$ cat config.mk
export PLATFORM = sky130hd
export DESIGN_NAME = mem_port_arbiter
export DESIGN_NICKNAME = d
export VERILOG_FILES = /design/src/rtl/mem_port_arbiter.sv
export SDC_FILE = /design/constraint.sdc
export NUM_CORES = 1
export LEC_CHECK = 0
export BUFFER_PORTS_ARGS = -buffer_cell sky130_fd_sc_hd__buf_2
export CORE_AREA = 2 2 134 136
export CTS_CLUSTER_DIAMETER = 60
export CTS_CLUSTER_SIZE = 10
export DETAILED_ROUTE_END_ITERATION = 10
export DIE_AREA = 0 0 136 138
export GPL_TIMING_DRIVEN = 0
export MAX_ROUTING_LAYER = met4
export PLACE_DENSITY = 0.4
export SKIP_LAST_GASP = 1
export SLEW_MARGIN = 20
export SYNTH_ARGS = -nofsm -noshare
export SYNTH_HDL_FRONTEND = slang
export SYNTH_SLANG_ARGS = --single-unit
$ cat constraint.sdc
create_clock -name clock -period 1.6 [get_ports clock]
set_input_delay 0.08 -clock clock [delete_from_list [all_inputs] [get_ports clock]]
set_output_delay 0.08 -clock clock [all_outputs]
set_load 0.01 [all_outputs]
$ cat src/rtl/mem_port_arbiter.sv
// mem_port_arbiter
//   Shares one single-port, fixed-latency memory between a fetch (read-only)
//   requester and a data (load/store) requester. Data normally wins; a
//   starvation counter forces a fetch win after STARVE_LIMIT consecutive data
//   wins while fetch waits. Read data is routed back to its issuer through a
//   tag pipe that mirrors the memory latency, so returns keep issue order.
//   A test setup-write path takes the memory over once in-flight reads drain.
//
// Ports
//   clock, reset            core clock, asynchronous active-low reset
//   f_req/f_addr            fetch read request (held until f_gnt)
//   f_gnt                   fetch accepted this cycle (combinational)
//   f_rvalid/f_rdata        fetch read return
//   d_req/d_we/d_addr/
//   d_wdata/d_be            data request (held until d_gnt)
//   d_gnt                   data accepted this cycle (combinational)
//   d_rvalid/d_rdata        data read return
//   setup_write/
//   setup_address/
//   setup_data_in           test setup-write request and payload
//   mem_ready               memory accepts an issue this cycle
//   mem_req/mem_we/mem_addr/
//   mem_wdata/mem_be        memory issue
//   mem_rdata               memory read data, MEM_LATENCY cycles after issue
//   arb_state               0 = RUN, 1 = DRAIN, 2 = SETUP
module mem_port_arbiter #(
  parameter int ADDR_W       = 32,
  parameter int DATA_W       = 32,
  parameter int MEM_LATENCY  = 1,
  parameter int STARVE_LIMIT = 4
) (
  input  logic                clock,
  input  logic                reset,
  input  logic                f_req,
  input  logic [ADDR_W-1:0]   f_addr,
  output logic                f_gnt,
  output logic                f_rvalid,
  output logic [DATA_W-1:0]   f_rdata,
  input  logic                d_req,
  input  logic                d_we,
  input  logic [ADDR_W-1:0]   d_addr,
  input  logic [DATA_W-1:0]   d_wdata,
  input  logic [DATA_W/8-1:0] d_be,
  output logic                d_gnt,
  output logic                d_rvalid,
  output logic [DATA_W-1:0]   d_rdata,
  input  logic                setup_write,
  input  logic [ADDR_W-1:0]   setup_address,
  input  logic [DATA_W-1:0]   setup_data_in,
  input  logic                mem_ready,
  output logic                mem_req,
  output logic                mem_we,
  output logic [ADDR_W-1:0]   mem_addr,
  output logic [DATA_W-1:0]   mem_wdata,
  output logic [DATA_W/8-1:0] mem_be,
  input  logic [DATA_W-1:0]   mem_rdata,
  output logic [1:0]          arb_state
);

  localparam int BE_W  = DATA_W / 8;
  localparam int CNT_W = $clog2(STARVE_LIMIT + 1);
  localparam logic [CNT_W-1:0] STARVE_MAX = CNT_W'(STARVE_LIMIT);
  localparam logic [CNT_W-1:0] CNT_ONE    = CNT_W'(1);

  typedef enum logic [1:0] {
    ST_RUN   = 2'd0,
    ST_DRAIN = 2'd1,
    ST_SETUP = 2'd2
  } state_t;

  state_t                 state_r;
  logic [CNT_W-1:0]       starve_cnt_r;
  // Tag pipe: index 0 is the newest issue, MEM_LATENCY-1 lines up with mem_rdata.
  logic [MEM_LATENCY-1:0] pipe_valid_r;
  logic [MEM_LATENCY-1:0] pipe_owner_r;   // 1 = data, 0 = fetch

  logic f_win_s;
  logic d_win_s;
  logic grant_ok_s;
  logic issue_read_s;
  logic pipe_busy_s;

  // Grants are only possible in RUN with the memory ready; reset low gates
  // them off so nothing reaches the memory while the block is held in reset.
  assign grant_ok_s   = reset && (state_r == ST_RUN) && mem_ready;
  assign f_gnt        = grant_ok_s && f_win_s;
  assign d_gnt        = grant_ok_s && d_win_s;
  assign issue_read_s = f_gnt || (d_gnt && !d_we);
  assign pipe_busy_s  = |pipe_valid_r;

  assign f_rvalid  = pipe_valid_r[MEM_LATENCY-1] && !pipe_owner_r[MEM_LATENCY-1];
  assign d_rvalid  = pipe_valid_r[MEM_LATENCY-1] &&  pipe_owner_r[MEM_LATENCY-1];
  assign f_rdata   = mem_rdata;
  assign d_rdata   = mem_rdata;
  assign arb_state = state_r;

  // Winner selection: data first unless fetch has been starved to the limit.
  always_comb begin
    f_win_s = 1'b0;
    d_win_s = 1'b0;
    if (f_req && (starve_cnt_r == STARVE_MAX)) begin
      f_win_s = 1'b1;
    end else if (d_req) begin
      d_win_s = 1'b1;
    end else if (f_req) begin
      f_win_s = 1'b1;
    end else begin
      f_win_s = 1'b0;
      d_win_s = 1'b0;
    end
  end

  // Memory issue mux: setup path owns the port in SETUP, otherwise the winner.
  always_comb begin
    mem_req   = 1'b0;
    mem_we    = 1'b0;
    mem_addr  = f_addr;
    mem_wdata = {DATA_W{1'b0}};
    mem_be    = {BE_W{1'b1}};
    if (!reset) begin
      mem_req = 1'b0;
      mem_we  = 1'b0;
    end else if (state_r == ST_SETUP) begin
      mem_req   = setup_write;
      mem_we    = 1'b1;
      mem_addr  = setup_address;
      mem_wdata = setup_data_in;
      mem_be    = {BE_W{1'b1}};
    end else if (d_gnt) begin
      mem_req   = 1'b1;
      mem_we    = d_we;
      mem_addr  = d_addr;
      mem_wdata = d_wdata;
      mem_be    = d_be;
    end else if (f_gnt) begin
      mem_req   = 1'b1;
      mem_we    = 1'b0;
      mem_addr  = f_addr;
    end else begin
      mem_req = 1'b0;
      mem_we  = 1'b0;
    end
  end

  // Starvation counter: counts data wins while fetch is kept waiting.
  always_ff @(posedge clock or negedge reset) begin
    if (!reset) begin
      starve_cnt_r <= {CNT_W{1'b0}};
    end else if (f_gnt || !f_req) begin
      starve_cnt_r <= {CNT_W{1'b0}};
    end else if (d_gnt && (starve_cnt_r != STARVE_MAX)) begin
      starve_cnt_r <= starve_cnt_r + CNT_ONE;
    end else begin
      starve_cnt_r <= starve_cnt_r;
    end
  end

  // Tag pipe: shifts every cycle; only reads create a valid entry, so writes
  // occupy a slot without ever producing a return pulse.
  always_ff @(posedge clock or negedge reset) begin
    if (!reset) begin
      pipe_valid_r <= {MEM_LATENCY{1'b0}};
      pipe_owner_r <= {MEM_LATENCY{1'b0}};
    end else begin
      pipe_valid_r[0] <= issue_read_s;
      pipe_owner_r[0] <= d_gnt;
      for (int i = 1; i < MEM_LATENCY; i++) begin
        pipe_valid_r[i] <= pipe_valid_r[i-1];
        pipe_owner_r[i] <= pipe_owner_r[i-1];
      end
    end
  end

  // Mode FSM: setup only takes the memory once no read is still in flight;
  // dropping setup_write while draining simply resumes normal arbitration.
  always_ff @(posedge clock or negedge reset) begin
    if (!reset) begin
      state_r <= ST_RUN;
    end else begin
      case (state_r)
        ST_RUN: begin
          if (setup_write) begin
            state_r <= pipe_busy_s ? ST_DRAIN : ST_SETUP;
          end else begin
            state_r <= ST_RUN;
          end
        end
        ST_DRAIN: begin
          if (!setup_write) begin
            state_r <= ST_RUN;
          end else if (!pipe_busy_s) begin
            state_r <= ST_SETUP;
          end else begin
            state_r <= ST_DRAIN;
          end
        end
        ST_SETUP: begin
          if (!setup_write) begin
            state_r <= ST_RUN;
          end else begin
            state_r <= ST_SETUP;
          end
        end
        default: begin
          state_r <= ST_RUN;
        end
      endcase
    end
  end

endmodule

[After elaboration in Yosys (flattened, before gate mapping)]
Index checks and enable logic that the tools add are counted.
Storage, ports and cells
  output and inout bits: 140
  word-level logic and storage cells: 53
  bits of input ports: 203
  bits in registers: 7
Cells by class
  mux-type cells: 27
  equal/unequal tests: 4
  reduce and logical (&&, ||, !) cells: 17
  $add $sub $neg: 1
Operator list (number)
  $mux W32: 6
  $mux W1: 12
  $mux W4: 3
  $logic_and A1 B1 Y1: 9
  $mux W2: 3
  $mux W3: 2
  $pmux W2 S2: 1
  $add A3 B1 Y3 const B: 1
  $eq A3 B3 Y1 const B: 1
  $logic_not A1 Y1: 3
  $ne A3 B3 Y1 const B: 1
  $eq A2 B1 Y1 const B: 1
  $eq A2 B2 Y1 const B: 1
  $logic_not A2 Y1: 1
  $logic_or A1 B1 Y1: 2
  $reduce_bool A2 Y1: 1
  $reduce_or A2 Y1: 1

[Depth between registers and ports, before layout]
  depth in word-level cells: 8
  depth in mapped cells: 7
  gate-level depth less buffers: 5

[Least setup slack after synthesis]
OpenSTA, ideal clock, no wires.
  path kind: register to output
  start: reg state_r[1] (netlist: arb_state[1])
  end: out mem_addr[19]
  arrival: 1.519 ns
  buffers on the path: 2
  required time: 1.520 ns
  cell stages (with the launch flop): 6
  slack: 0.001 ns
  cells stage by stage: dfrtp_1 > nor2b_1 > clkbuf_2 > buf_2 > mux2_2 > mux2_4
Between the ends
  longest elaborated chain between the ends: 7
  elaborated cells between the ends (all ways): 8
  classes of those cells: eq/ne (1); mux (3); reduce/logical (4)
Ends and longest elaborated chain
  from (decl): RTL line 71  | state_t state_r;
  from (signal assigned): RTL line 183  | state_r <= pipe_busy_s ? ST_DRAIN : ST_SETUP;
  $logic_not A2 Y1: RTL line 85  | assign grant_ok_s = reset && (state_r == ST_RUN) && mem_ready;
  $logic_and A1 B1 Y1 (2 in a row): RTL line 85
  $logic_and A1 B1 Y1: RTL line 87  | assign d_gnt = grant_ok_s && d_win_s;
  $mux W32: RTL line 129  | end else if (d_gnt) begin
  $mux W32 (*): RTL line 123  | end else if (state_r == ST_SETUP) begin
  $mux W32 (*): RTL line 120  | if (!reset) begin
  to (decl): RTL line 53  | output logic [ADDR_W-1:0] mem_addr,
Every way passes the cells marked *; elsewhere a longest branch is shown, timed or not.

[Worst setup path after layout]
  start: reg starve_cnt_r[0]
  end: out mem_addr[10]
Between the ends
  longest elaborated chain between the ends: 7
Ends and longest elaborated chain
  from (decl): RTL line 72  | logic [CNT_W-1:0] starve_cnt_r;
  from (signal assigned): RTL line 148  | starve_cnt_r <= {CNT_W{1'b0}};
  from (signal assigned): RTL line 150  | starve_cnt_r <= {CNT_W{1'b0}};
  from (signal assigned): RTL line 152  | starve_cnt_r <= starve_cnt_r + CNT_ONE;
  $eq A3 B3 Y1: RTL line 101  | if (f_req && (starve_cnt_r == STARVE_MAX)) begin
  $logic_and A1 B1 Y1: RTL line 101
  $mux W1: RTL line 101
  $logic_and A1 B1 Y1: RTL line 87
  $mux W32: RTL line 129
  $mux W32: RTL line 123
  $mux W32: RTL line 120
Every way passes these cells.

==> metrics.csv <==
stage,metric,value,unit
run_status,run status,finished with violations,
run_status,violations in the final reports,setup timing,
synthesis,number of warnings issued by yosys,0,
layout,# fillers,1898,
cts,total clock buffers created by CTS,3,
critical_path,sort of element at the end of the critical path,output port,
cts,Skew-Pair Late Insertion Delay,0.23,ns
cts,# H-tree levels,1,
synthesis,library cells used by synthesis,31,
layout,Final Core Density,26.89,%
sta,count of final hold-check violations,0,
cts,clock tree from TritonCTS,done,
critical_path,critical path data required time,1.52,ns
synthesis,most instantiated flip-flop cell in the synthesis netlist,sky130_fd_sc_hd__dfrtp_1,
layout,summed area of non-filler cells in the final layout,4716,um2
layout,layout cell share with drive strength beyond 1,87.39,%
cts,maximum buffer depth of the clock tree,2,
floorplanning,row count,49,
sta,final worst-path cycle share,120.6,%
routing,WL final,11.28,mm
global_routing,initial antenna violation count,0,
floorplanning,floorplan die height,138,um
sta,"Setup violations, final",71,
critical_path,crit-path max FO,10,
routing,routed length per placed instance,14.24,um
floorplanning,chip width,136,um
routing,number of detailed-route iterations in the first pass,4,
placement,placed inst area,4061,um2
routing,final antenna-violating net count,0,
critical_path,biggest cell delay along the critical path,0.39,ns
sta,Max Transition Viols Final,0,
floorplanning,IO Pins,343,
synthesis,number of enable flip-flop cells after synthesis,0,
floorplanning,area of the die,18770,um2
synthesis,Avg Synthesized Cell Area,9.752,um2
synthesis,Netlist Area Pre-Place,2223,um2
layout,synth-to-layout area growth,112.1,%
synthesis,synthesized flop and latch total,7,
layout,nets,769,
global_routing,wire length of the first global-routing pass,15.36,mm
power,leakage power of the design,0.002581,uW
critical_path,startpoint kind of the worst setup timing path,flip-flop,
routing,post-detailed-route via-to-cell ratio,3.817,
routing,number of DRC markers in iteration 0,66,
synthesis,Post-Synthesis Cells,228,
floorplanning,area of the core region,17530,um2
placement,post-placement worst setup slack,-0.3218,ns
cts,clock transition time at the flip-flop clock pins of the worst setup and hold paths,0.04,ns
critical_path,type of the setup path with the least slack,flip-flop to output port,
cts,number of sinks handled by clock tree synthesis,7,
critical_path,"Arr. time, crit path",1.85,ns
sta,worst slew slack as a fraction of its limit,66.25,%
global_routing,overflow left after global routing,0,
worst_hold_path,min-delay worst type,input pin to flip-flop,
cts,root buffer cell,sky130_fd_sc_hd__clkbuf_16,
global_routing,maximum number of pins on one net before global-route repair,12,
power,worst supply voltage drop on vdd,0.0002715,V
layout,count of inserted antenna diode cells,0,
placement,detailed-placement wirelength estimate,9.611,mm
sta,maximum achievable frequency,518.1,MHz
sta,setup skew after layout,0.0008691,ns
global_routing,number of global-route vias before repair,2909,
placement,Port Buffers,310,
sta,worst-margin pin slew,0.5063,ns
critical_path,CP Cell Sequence,inv_2 > ha_4 > nand3_4 > a22o_4 > buf_12 > mux2_4 > buf_2,
floorplanning,starting density of the core,12.68,%
sta,unrepaired setup endpoints after global routing,yes,
power,Pwr per Cell Area,436.8,nW/um2
routing,number of remaining DRC errors,0,
synthesis,net count after synthesis,433,
synthesis,portion of the post-synthesis area used by sequential elements,7.878,%
critical_path,"Slowest-stage cell, CP",sky130_fd_sc_hd__dfrtp_1,
synthesis,Async SR Flop Fraction,100.0,%
placement,gpl congestion,0.8073,
sta,Final min period,1.930,ns
routing,overall via count from detail_route,3023,
power,overall power after layout,2060,uW
run,max_cap viols,0,
global_routing,overall track demand over capacity in global routing,10.45,%
sta,fin worst setup slack,-0.3300,ns
[area by class of cell]
cell class	instances	area [um2]	area share (%)
timing repair buffer	331	1918	40.67
buffer	83	744.5	15.79
clock buffer	4	78.83	1.672
inverter	3	11.26	0.2388
sequential	7	175.2	3.715
tap	229	286.5	6.076
multi-input combinational	135	1501	31.84
[logic make-up (layout without fill, tap and decap cells)]
kind of cell               count (synthesis)  count (layout)  synth area share (%)
and+or+nand+nor                           25              25                 6.809
buffers and inverters                     86             421                 27.97
adders and majority gates                  2               2                 1.125
DFF                                        7               7                 7.879
AOI/OAI and AO/OA                         44              44                 18.74
muxes                                     64              64                 37.48
[cell usage in the layout (no fill, tap or decap), types with 2 or more instances in the layout]
cell                        instances
sky130_fd_sc_hd__buf_4             73
sky130_fd_sc_hd__buf_6             13
sky130_fd_sc_hd__mux2_1             2
sky130_fd_sc_hd__a32o_2             5
sky130_fd_sc_hd__buf_12             7
sky130_fd_sc_hd__a32o_1            27
sky130_fd_sc_hd__inv_2              2
sky130_fd_sc_hd__and3_4             2
sky130_fd_sc_hd__mux2_2            30
sky130_fd_sc_hd__a21boi_0           4
sky130_fd_sc_hd__nor2b_1            2
sky130_fd_sc_hd__buf_8             10
sky130_fd_sc_hd__dfrtp_1            7
sky130_fd_sc_hd__mux2_4            32
sky130_fd_sc_hd__o21ai_0            2
sky130_fd_sc_hd__nand3_1            2
sky130_fd_sc_hd__clkbuf_1           4
sky130_fd_sc_hd__nor2_1             2
sky130_fd_sc_hd__clkbuf_16          9
sky130_fd_sc_hd__buf_2            301
sky130_fd_sc_hd__nand2b_1           3
sky130_fd_sc_hd__nand2_1            5
[stage by stage]
stage	setup TNS (ns)	hold WS [ns]	std cells
floorplan	0	-0.2156	228
global placement	-15.72	-0.06598	767
detailed placement	-16.41	-0.06296	767
CTS	-22.74	0.09628	779
global route	-23.60	0.1157	792
finish	-19.77	0.1039	792
[state kept, by name, indices dropped and copies added, names as in the netlist]
register      flops
arb_state         2
starve_cnt_r      3
pipe_owner_r      1
pipe_busy_s       1
[synth_stat cells (all sizes together) (2+ instances only)]
library cell	count	share of area, %
a32o	32	14
inv	3	0.51
a21boi	4	1.4
mux2	64	37
dfrtp	7	7.9
clkbuf	5	0.90
and3	2	0.56
ha	2	1.1
nand2	5	0.84
nor2b	3	0.84
nand2b	4	1.1
a22o	2	1.2
nand3	4	0.90
buf	78	27
nor2	2	0.34
o21ai	2	0.45
[per-layer routing]
layer | share of wire [%] | GRT usage [%] | up-vias
li1 | - | - | 1466
met1 | 37 | 11.64 | 1386
met2 | 54 | 20.23 | 171
met3 | 8.8 | 1.724 | 0
met4 | 0 | 0.3289 | 0
met5 | 0 | - | -
[power breakdown]
part	leakage (uW)	switching, uW	internal (uW)
Clock	0.0000382	89.9	331
Sequential	0.0000952	5.11	184
Combinational	0.00245	563	887
[worst max-delay path: cells and delay by family (launching register included)]
family                     cells  cell delay [ns]
muxes                          1             0.30
adders and majority gates      1             0.15
AOI/OAI and AO/OA              1             0.31
DFF                            1             0.39
buffers and inverters          3             0.40
and+or+nand+nor                1             0.08
[path summary, 6_finish.rpt]
check,slack (ns),end,from,cells past startpoint
max,-0.33,mem_addr[10],starve_cnt_r[0]$_DFFE_PN0P_,7
min,0.10,arb_state[0]$_DFF_PN0_,setup_write,3
max reg2reg,0.11,arb_state[1]$_DFF_PN0_,arb_state[1]$_DFF_PN0_,7
min reg2reg,0.55,arb_state[0]$_DFF_PN0_,pipe_busy_s$_DFF_PN0_,2
max in group asynchronous,1.05,starve_cnt_r[0]$_DFFE_PN0P_,reset,2
min in group asynchronous,0.32,pipe_owner_r$_DFF_PN0_,reset,2
[timing repair]
action / CTS / global route
endpoints found under the setup margin: 71 / 72
pin swaps: 3 / 13
cloned: 0 / 6
setup buffers: 7 / 9
hold endpoints to repair: 7 / 0
gates resized for setup: 25 / 53
hold buffers: 1 / 0
No activity file was read; power rests on OpenSTA's default activity.
